## src/rtl/pic10_controller.sv

```systemverilog
// PIC10 baseline-core sequencer: RESET/FLUSH/RUN/SLEEP FSM with combinational decode of the IR word.
// Optional CALL/RETLW support is compiled in when PIC10_CALL_EN is defined.
module pic10_controller (
  input  logic        clk,
  input  logic        reset,
  input  logic [11:0] ir_reg_bus,
  input  logic        alu_zero,
  input  logic        tested_bit,
  input  logic        wake,
  output logic        load_ir_reg,
  output logic        nop_sel,
  output logic        inc_pc,
  output logic        load_pc,
  output logic [1:0]  pc_sel,
  output logic        push_stack,
  output logic        pop_stack,
  output logic        load_w_reg,
  output logic        load_ram_reg,
  output logic        alu_src_lit,
  output logic        status_we,
  output logic        load_option,
  output logic        load_tris
);

  typedef enum logic [1:0] {
    ST_RESET = 2'd0,
    ST_FLUSH = 2'd1,
    ST_RUN   = 2'd2,
    ST_SLEEP = 2'd3
  } state_t;

  state_t state_q, state_d;

  logic op_byte_d, op_movwf, op_clrw, op_clrf;
  logic op_swapf, op_decfsz, op_incfsz;
  logic op_bcf, op_bsf, op_btfsc, op_btfss;
  logic op_goto, op_lit, op_movlw;
  logic op_option, op_sleep, op_tris;
  logic op_retlw, op_call;
  logic skip;

  // Instruction classification; codes not matched here fall through as NOP.
  always_comb begin
    op_byte_d = (ir_reg_bus[11:10] == 2'b00) && (ir_reg_bus[9:7] != 3'b000);
    op_movwf  = (ir_reg_bus[11:5] == 7'b0000001);
    op_clrw   = (ir_reg_bus == 12'h040);
    op_clrf   = (ir_reg_bus[11:5] == 7'b0000011);
    op_swapf  = (ir_reg_bus[11:6] == 6'b001110);
    op_decfsz = (ir_reg_bus[11:6] == 6'b001011);
    op_incfsz = (ir_reg_bus[11:6] == 6'b001111);
    op_bcf    = (ir_reg_bus[11:8] == 4'h4);
    op_bsf    = (ir_reg_bus[11:8] == 4'h5);
    op_btfsc  = (ir_reg_bus[11:8] == 4'h6);
    op_btfss  = (ir_reg_bus[11:8] == 4'h7);
    op_goto   = (ir_reg_bus[11:9] == 3'b101);
    op_lit    = (ir_reg_bus[11:10] == 2'b11);
    op_movlw  = (ir_reg_bus[11:8] == 4'hC);
    op_option = (ir_reg_bus == 12'h002);
    op_sleep  = (ir_reg_bus == 12'h003);
    op_tris   = (ir_reg_bus[11:3] == 9'd0) && (ir_reg_bus[2:0] >= 3'd5);
`ifdef PIC10_CALL_EN
    op_retlw  = (ir_reg_bus[11:8] == 4'h8);
    op_call   = (ir_reg_bus[11:8] == 4'h9);
`else
    op_retlw  = 1'b0;
    op_call   = 1'b0;
`endif
    skip = ((op_decfsz | op_incfsz) & alu_zero)
         | (op_btfsc & ~tested_bit)
         | (op_btfss & tested_bit);
  end

  always_comb begin
    state_d      = state_q;
    load_ir_reg  = 1'b0;
    nop_sel      = 1'b0;
    inc_pc       = 1'b0;
    load_pc      = 1'b0;
    pc_sel       = 2'b00;
    push_stack   = 1'b0;
    pop_stack    = 1'b0;
    load_w_reg   = 1'b0;
    load_ram_reg = 1'b0;
    alu_src_lit  = 1'b0;
    status_we    = 1'b0;
    load_option  = 1'b0;
    load_tris    = 1'b0;

    case (state_q)
      ST_RESET: state_d = ST_FLUSH;

      ST_FLUSH: begin
        load_ir_reg = 1'b1;
        inc_pc      = 1'b1;
        state_d     = ST_RUN;
      end

      ST_SLEEP: begin
        if (wake) state_d = ST_RUN;
      end

      ST_RUN: begin
        load_ir_reg = 1'b1;
        inc_pc      = 1'b1;
        state_d     = ST_RUN;

        if (op_byte_d) begin
          load_ram_reg = ir_reg_bus[5];
          load_w_reg   = ~ir_reg_bus[5];
        end
        if (op_movwf | op_clrf | op_bcf | op_bsf) load_ram_reg = 1'b1;
        if (op_clrw) load_w_reg = 1'b1;
        if (op_lit) begin
          load_w_reg  = 1'b1;
          alu_src_lit = 1'b1;
        end
        load_option = op_option;
        load_tris   = op_tris;

        // Skipped instruction is squashed by loading a NOP into the IR; writeback still happens.
        if (skip) begin
          nop_sel = 1'b1;
          state_d = ST_FLUSH;
        end

        if (op_goto) begin
          load_pc = 1'b1;
          pc_sel  = 2'b00;
          nop_sel = 1'b1;
          inc_pc  = 1'b0;
          state_d = ST_FLUSH;
        end

        if (op_call) begin
          push_stack = 1'b1;
          load_pc    = 1'b1;
          pc_sel     = 2'b01;
          nop_sel    = 1'b1;
          inc_pc     = 1'b0;
          state_d    = ST_FLUSH;
        end

        if (op_retlw) begin
          pop_stack   = 1'b1;
          load_pc     = 1'b1;
          pc_sel      = 2'b10;
          load_w_reg  = 1'b1;
          alu_src_lit = 1'b1;
          nop_sel     = 1'b1;
          inc_pc      = 1'b0;
          state_d     = ST_FLUSH;
        end

        if (op_sleep) begin
          load_ir_reg = 1'b0;
          inc_pc      = 1'b0;
          state_d     = ST_SLEEP;
        end

        // Writes that leave STATUS alone: moves, swaps, skip-counters and bit set/clear.
        status_we = (load_w_reg | load_ram_reg)
                  & ~(op_movwf | op_swapf | op_decfsz | op_incfsz
                      | op_movlw | op_retlw | op_bcf | op_bsf);
      end

      default: state_d = ST_RESET;
    endcase
  end

  always_ff @(posedge clk or negedge reset) begin
    if (!reset) state_q <= ST_RESET;
    else        state_q <= state_d;
  end

endmodule

```

## config.mk

```make
export PLATFORM = sky130hd
export DESIGN_NAME = pic10_controller
export DESIGN_NICKNAME = d
export VERILOG_FILES = /design/src/rtl/pic10_controller.sv
export SDC_FILE = /design/constraint.sdc
export NUM_CORES = 1
export LEC_CHECK = 0
export CORE_MARGIN = 2
export CORE_UTILIZATION = 38
export DETAILED_ROUTE_END_ITERATION = 7
export PLACE_DENSITY_LB_ADDON = 0.15
export SLEW_MARGIN = 10
export SYNTH_ARGS = -nofsm -noshare
export SYNTH_HDL_FRONTEND = slang
export SYNTH_SLANG_ARGS = --single-unit
```

## constraint.sdc

```tcl
create_clock -name clk -period 3.6 [get_ports clk]
set_input_delay 0.72 -clock clk [delete_from_list [all_inputs] [get_ports clk]]
set_output_delay 0.72 -clock clk [all_outputs]
set_load 0.02 [all_outputs]
```

==> impl_results.md, run 1 <==
- Nets: 116
- Post-synth top area share: 9.95%
- Pre-CTS setup slack: 0.0634 ns
- Post-synthesis sequential area ratio: 9.95%
- Largest register by flop count: state_q
- Level count of the clock H-tree: 1
- RePlAce Congestion: 0.734
- Post-Syn Area: 503 um^2
- Synth Instances: 68
- Power Total: 366 uW
- Peak VDD IR: 0.310 mV
- Flops & latches, synth: 2
- Largest registers: state_q x2
- Slowest-stage cell, CP: clkdlybuf4s50_1
- Critical path class: input pin to primary output
- Io pins: 31
- Core Area: 1270 um^2
- Crit path DAT: 2.74 ns
- Final period util: 96.2%
- Post-synth top area cell: dfrtp_1
- Total congestion overflow: 0
- Crit path cell chain: clkdlybuf4s50_1, nor3_4, nand2_1, a2111oi_1, a211oi_1, clkdlybuf4s50_1
- First-pass GRT wire length: 1.79 mm
- Port bufs: 26
- DR pass1 iterations: 4
- DRC errors left: 0
- Hold WC Path Type: input pin to async pin
- Die area: 1630 um^2
- Dpl hpwl: 988 um
- Synth unique cells: 33
- CTS max path bufs: 2
- Clock root buffer: clkbuf_4
- Die Height: 40.4 um
- Final setup fails: 0
- DR vias: 581
- Initial Utilization: 39.6%
- Max Freq: 289 MHz
- Die Width: 40.4 um
- Top delay family on crit path: buffers and inverters
- Pin count of the biggest net entering global routing: 15
- Warnings, synthesis: 0
- Worst-path maximum fanout: 7
- Critical Path RT: 2.88 ns
- Power density over the cells: 475 nW/um^2
- Clk pin slew, worst setup/hold paths: 0.03 ns
- Gr usage total: 16.9%
- Initial antenna violation count: 0
- Top cells by area, synth: dfrtp_1 (10%), ha_1 (10%), buf_4 (9.0%)
- Post-CTS Setup Inserts: 0
- Vias/cell: 5.38
- Max-cap violations: 0
- # hold bufs at CTS: 0
- Final Hold Violating Endpoints: 0
- Area Growth Syn to Fin: 53.0%
- Max stage delay on crit path: 0.55 ns
- Vias in the first global route: 461
- Worst Setup Slack, final: 0.136 ns
- Synthesized area per cell: 7.40 um^2
- CP bufs+invs: 2
- Worst clock skew: 0.000752 ns
- CP Capture Type: primary output
- Layout cells sized above 1: 8.60%
- Slew Viols, Final: 0
- Most common cell after layout, fill and taps aside: clkdlybuf4s50_1
- Avg WL per Cell: 12.3 um
- WHS: 0.656 ns
- CTS tree: built
- Status: completed
- Final ANT Viol Nets: 0
- Leakage power total: 0.000304 uW
- RSZ-0062 raised after global routing: false
- Final wirelength: 1.33 mm
- Most frequent cells in the layout: clkdlybuf4s50_1 (24), nand2_1 (8), a21oi_1 (5)
- Max reg flops: 2
- Clk_lat worst skew: 0.22 ns
- Worst setup SP type: input pin
- Initial drt markers: 10
- Clock period minus worst slack: 3.46 ns
- # resized after CTS: 0
- FP Rows: 13
- Setup TNS: 0 ns
- CTS buffer count: 3
- Antenna Cells: 0
- Most used cell, CP: clkdlybuf4s50_1
- Clk sink count: 2
[worst paths after layout]
path / from / to / slack (ns) / cells after the start
hold / removal: reset / state_q[0] / 0.66 / 1
setup / recovery: ir_reg_bus[9] / status_we / 0.14 / 6
min in group clk: state_q[0] / state_q[0] / 0.66 / 2
setup reg to reg: state_q[0] / state_q[1] / 2.17 / 5
hold reg to reg: state_q[0] / state_q[0] / 0.66 / 2
max in group asynchronous: reset / state_q[1] / 2.83 / 1
[per-stage QoR]
stage | cell area [um^2] | utilization (%) | instances
floorplan | 514 | - | 71
finish | 769 | 60.7 | 108
global route | 769 | 60.7 | 108
global placement | 728 | 57.4 | 105
CTS | 751 | 59.2 | 108
detailed placement | 728 | 57.4 | 105
[routing by layer]
metal | share of wire (%) | vias to the layer above | track usage (%)
met5 | 0 | - | 0
met4 | 0 | 0 | 10.0
met3 | 3.8 | 0 | 3.33
met2 | 52 | 19 | 29.0
met1 | 44 | 270 | 19.0
li1 | - | 292 | -
[area by class of cell]
class,instances,area [um^2]
fill,132,499
multi-input combinational,58,398
timing repair buffer,26,265
sequential,2,50.0
clock buffer,3,22.5
tap,15,18.8
inverter,4,15.0
[cells in the mapped netlist]
master / number
nand2_1: 8
buf_4: 6
a21oi_1: 5
ha_1: 4
inv_1: 4
nor2_1: 3
nor3b_1: 3
nor4b_1: 3
o22ai_1: 3
and3_1: 2
dfrtp_1: 2
nand2b_1: 2
nand3_1: 2
nor2_2: 2
a2111o_1: 1
a2111oi_0: 1
a211oi_1: 1
a221o_1: 1
a31oi_1: 1
and2b_1: 1
buf_12: 1
conb_1: 1
mux2i_1: 1
nand3b_1: 1
nand4_1: 1
nand4b_1: 1
nor2b_1: 1
nor3_1: 1
nor3_2: 1
nor4_1: 1
o311ai_0: 1
or2b_2: 1
xor2_1: 1
[report_power, final]
| group | total (uW) | internal, uW | switching [uW] |
|---|---|---|---|
| Sequential | 47.4 | 34.9 | 12.5 |
| Clock | 50.1 | 36.8 | 13.3 |
| Combinational | 268 | 130 | 139 |
[kinds of logic after synthesis]
kind of cell    after synthesis  synth area share [%]
simple gates                 34                  40.6
compound gates               14                  19.2
xor+xnor                      1                  1.74
mux                           1                  1.99
flops                         2                  9.95
other cells                   1                 0.746
fa+ha+maj                     4                  9.95
buf+inv                      11                  15.9
Note: power is estimated with default switching activity, not from simulation.
==> run 2: changes to the inputs <==
- clock period: 3.6 -> 4.45 ns (I/O delays scaled with it)
==> run 2 against run 1 <==
  * Hold slack better by 0.0090 ns
  * Sequential share of layout area is 0.16 points higher
  * Worst setup slack better by 0.45 ns
  * Cell count stayed put
  * Final area is 2.4% lower
  * Sequential power is 19% lower
  * Register-to-register slack better by 0.87 ns
  * Via count stayed put
  * Critical endpoint unchanged
  * Largest cell class unchanged
==> impl_results.md, run 2 (synthesized netlist as in run 1, its figures left out) <==
- Status: completed
- Top delay family on crit path: buffers and inverters
- Largest register by flop count: state_q
- Power density over the cells: 391 nW/um^2
- Port bufs: 26
- Crit path DAT: 2.97 ns
- Worst Setup Slack, final: 0.587 ns
- Max stage delay on crit path: 0.56 ns
- Pre-CTS setup slack: 0.573 ns
- Nets: 116
- Initial drt markers: 11
- Final Non-Filler Cells: 108
- CP bufs+invs: 2
- Peak VDD IR: 0.248 mV
- FP Rows: 13
- Gr usage total: 16.9%
- Most used cell, CP: clkdlybuf4s50_1
- Most frequent cells in the layout: clkdlybuf4s50_1 (26), nand2_1 (8), a21oi_1 (5)
- Leakage power total: 0.000283 uW
- Io pins: 31
- Initial Utilization: 39.6%
- CTS buffer count: 3
- First-pass GRT wire length: 1.79 mm
- Critical Path RT: 3.56 ns
- Die area: 1630 um^2
- RSZ-0062 raised after global routing: false
- Die Width: 40.4 um
- Worst clock skew: 0.000752 ns
- Clk_lat worst skew: 0.22 ns
- Worst setup SP type: input pin
- # resized after CTS: 0
- Max-cap violations: 0
- DRC errors left: 0
- CTS max path bufs: 2
- Critical path class: input pin to primary output
- Post-CTS Setup Inserts: 0
- Worst-path maximum fanout: 7
- Final wirelength: 1.28 mm
- Slew Viols, Final: 0
- CP Capture Type: primary output
- Total congestion overflow: 0
- Dpl hpwl: 988 um
- Clk sink count: 2
- Level count of the clock H-tree: 1
- Clock period minus worst slack: 3.86 ns
- Most common cell after layout, fill and taps aside: clkdlybuf4s50_1
- Max Freq: 259 MHz
- Slowest-stage cell, CP: clkdlybuf4s50_1
- Clk pin slew, worst setup/hold paths: 0.03 ns
- Placed cells: 105
- Initial antenna violation count: 0
- Vias/cell: 5.38
- Final period util: 86.8%
- Pin count of the biggest net entering global routing: 15
- CTS tree: built
- Largest registers: state_q x2
- DR vias: 581
- Die Height: 40.4 um
- # hold bufs at CTS: 0
- Area Growth Syn to Fin: 49.3%
- Final Hold Violating Endpoints: 0
- Hold WC Path Type: flip-flop to flip-flop
- Antenna Cells: 0
- Avg WL per Cell: 11.8 um
- Core Area: 1270 um^2
- Final ANT Viol Nets: 0
- Clock root buffer: clkbuf_4
- Layout cells sized above 1: 7.53%
- Final setup fails: 0
- Vias in the first global route: 461
- Max reg flops: 2
- Setup TNS: 0 ns
- DR pass1 iterations: 4
- Crit path cell chain: clkdlybuf4s50_1, nor3_2, nand2_1, a2111oi_0, a211oi_1, clkdlybuf4s50_1
- RePlAce Congestion: 0.734
run 2: final timing paths:
kind                                     from    endpoint  slack [ns]  cells after the start
worst max-delay path            ir_reg_bus[9]   status_we        0.59                      6
worst min-delay path               state_q[0]  state_q[0]        0.67                      2
worst max register to register     state_q[0]  state_q[1]        3.04                      5
worst min register to register     state_q[0]  state_q[0]        0.67                      2
max in group asynchronous               reset  state_q[1]        3.51                      1
min in group asynchronous               reset  state_q[0]        0.83                      1
run 2: final cells by class:
type	instances	area (um^2)
Inverter	4	15.0
Clock buffer	3	22.5
Timing Repair Buffer	26	260
Tap cell	15	18.8
Multi-Input combinational cell	58	384
Fill cell	132	518
Sequential cell	2	50.0
run 2: per-stage QoR:
step | total power (uW) | hold slack, ns | utilization (%) | instance area, um^2
CTS | 299 | 0.671 | 59.2 | 751
floorplan | 190 | 0.589 | - | 514
detailed placement | 254 | 0.665 | 57.4 | 728
global placement | 248 | 0.653 | 57.4 | 728
finish | 293 | 0.665 | 59.2 | 751
global route | 325 | 0.755 | 59.2 | 751
run 2: power by group:
group / internal [uW] / switching (uW) / total [uW]
sequential: 28.2 / 10.2 / 38.4
combinational: 105 / 110 / 214
clock: 29.8 / 10.7 / 40.5
run 2: tightest hold or removal path, delay by kind of cell (launching register included):
family	cells	cell delay (ns)
flops	1	0.39
compound gates	2	0.23
run 2: layer usage:
metal  vias to the layer above  global-route usage, %  share of wire (%)
li1                        292                      -                  -
met1                       266                   19.0                 44
met2                        23                   29.0                 51
met3                         0                   3.33                4.8
met4                         0                   10.0                  0
met5                         -                      0                  0
==> run 3: changes to the inputs <==
- REMOVE_ABC_BUFFERS: unset -> 1
==> run 3 against run 2 <==
  * Clock-buffer cell count did not move
  * Clock skew increased by 0.0060 ns
  * Cell count unchanged
  * Non-clock buffer count is the same
  * Via count down 2.8%
  * Hold slack worse by 0.013 ns
  * Register-to-register slack worse by 0.03 ns
  * Critical path depth fell by 1
  * Sequential power up 3%
  * First-iteration DRC count is 82% lower
  * Core utilization stayed put
  * Clock power is 3% lower
  * Critical endpoint is now load_option
  * Largest cell class unchanged
==> impl_results.md, run 3 (synthesized netlist as in run 1, its figures left out) <==
- Post-CTS Setup Inserts: 0
- Clk_lat worst skew: 0.22 ns
- P_sw: 130 uW
- Level count of the clock H-tree: 1
- Final Non-Filler Cells: 108
- Final period util: 85.6%
- Area Growth Syn to Fin: 49.3%
- Antenna Cells: 0
- Largest register by flop count: state_q
- Clock period minus worst slack: 3.81 ns
- Slew Viols, Final: 0
- Worst-path maximum fanout: 12
- Initial drt markers: 2
- Leakage power total: 0.000283 uW
- Worst clock skew: 0.00679 ns
- Largest registers: state_q x2
- Most used cell, CP: clkdlybuf4s50_1
- CTS tree: built
- Layout cells sized above 1: 7.53%
- Reg2reg start: state_q[0]
- Max stage delay on crit path: 0.66 ns
- # resized after CTS: 0
- Pin count of the biggest net entering global routing: 15
- Final ANT Viol Nets: 0
- DR pass1 iterations: 3
- Core Util, Final: 59.2%
- Clock power share: 13.4%
- Hold WC Path Type: flip-flop to flip-flop
- Hold depth: 2
- Status: completed
- Die Height: 40.4 um
- Peak VDD IR: 0.301 mV
- Worst setup SP type: input pin
- Final Hold Violating Endpoints: 0
- Total congestion overflow: 0
- Internal: 162 uW
- Pre-CTS setup slack: 0.660 ns
- CTS buffer count: 3
- Avg WL per Cell: 11.4 um
- Max reg flops: 2
- Worst Setup Slack, final: 0.639 ns
- Most common cell after layout, fill and taps aside: clkdlybuf4s50_1
- First-pass GRT wire length: 1.79 mm
- Net Sw Frac: 44.6%
- Reg2Reg Depth: 5
- Port bufs: 26
- Placed cells: 105
- Hold wc startpoint: state_q[0]
- Clock root buffer: clkbuf_4
- Setup TNS: 0 ns
- DR vias: 565
- Core Area: 1270 um^2
- Initial Utilization: 39.6%
- Die Width: 40.4 um
- Clk pin slew, worst setup/hold paths: 0.03 ns
- RePlAce Congestion: 0.748
- DRC errors left: 0
- Setup crit start: ir_reg_bus[10]
- Max-cap violations: 0
- Crit path cell chain: clkdlybuf4s50_1, nor4_1, nand2_1, nor4b_1, clkdlybuf4s50_1
- Post-placement cell area: 728 um^2
- Most frequent cells in the layout: clkdlybuf4s50_1 (26), nand2_1 (8), a21oi_1 (5)
- Dpl hpwl: 931 um
- Final setup fails: 0
- CTS max path bufs: 2
- Critical path class: input pin to primary output
- CP bufs+invs: 2
- Top delay family on crit path: buffers and inverters
- Comb pwr share: 73.1%
- Slowest-stage cell, CP: clkdlybuf4s50_1
- Number of fill cells: 140
- FP Rows: 13
- Critical path depth: 5
- Initial antenna violation count: 0
- Nets: 116
- # hold bufs at CTS: 0
- Vias in the first global route: 439
- Die area: 1630 um^2
- Final wirelength: 1.24 mm
- Crit path DAT: 2.92 ns
- Max Freq: 262 MHz
- Post-Layout Inst Area: 751 um^2
- CP Capture Type: primary output
- Clk sink count: 2
- RSZ-0062 raised after global routing: false
- Io pins: 31
- Gr usage total: 15.6%
- Seq pwr share: 13.5%
- Power density over the cells: 389 nW/um^2
- Vias/cell: 5.23
- Critical Path RT: 3.56 ns
-- run 3: path summary, 6_finish.rpt --
kind                       slack, ns          end
max                             0.64  load_option
min                             0.65   state_q[0]
max reg2reg                     3.01   state_q[1]
min reg2reg                     0.65   state_q[0]
max in group asynchronous       3.49   state_q[1]
min in group asynchronous       0.83   state_q[0]
-- run 3: per-stage QoR --
step / hold WS [ns] / total power [uW]
2_1_floorplan: 0.589 / 169
3_3_place_gp: 0.655 / 249
3_5_place_dp: 0.650 / 249
4_1_cts: 0.657 / 294
5_1_grt: 0.694 / 320
6_report: 0.652 / 292
-- run 3: power groups by stage --
stage	sequential [uW]	clock, uW	combinational [uW]
after floorplan	35.9	0	133
after global placement	39.0	0	210
after detailed placement	39.4	0	209
after CTS	39.3	40.1	215
after global routing	40.9	43.5	235
final	39.5	39.1	213
-- run 3: routing by layer --
layer	share of wire (%)	vias to the layer above	global-route usage, %
met5	0	-	0
met4	0	0	4.17
met3	6.2	0	2.22
met2	44	20	25.0
met1	49	251	21.3
li1	-	294	-
-- run 3: final cells by class --
| cell class | instances | area, um^2 | area share [%] |
|---|---|---|---|
| Clock buffer | 3 | 22.5 | 3.00 |
| Sequential cell | 2 | 50.0 | 6.67 |
| Multi-Input combinational cell | 58 | 384 | 51.2 |
| Inverter | 4 | 15.0 | 2.00 |
| Tap cell | 15 | 18.8 | 2.50 |
| Timing Repair Buffer | 26 | 260 | 34.7 |
-- run 3: worst register-to-register path, delay by kind of cell, from the launching register on --
kind,cells,cell delay (ns)
flip-flops,1,0.40
AND/OR/NAND/NOR,1,0.09
AO/OA/AOI/OAI,2,0.42
buffers and inverters,1,0.08
adder cells (fa/ha/maj),1,0.31
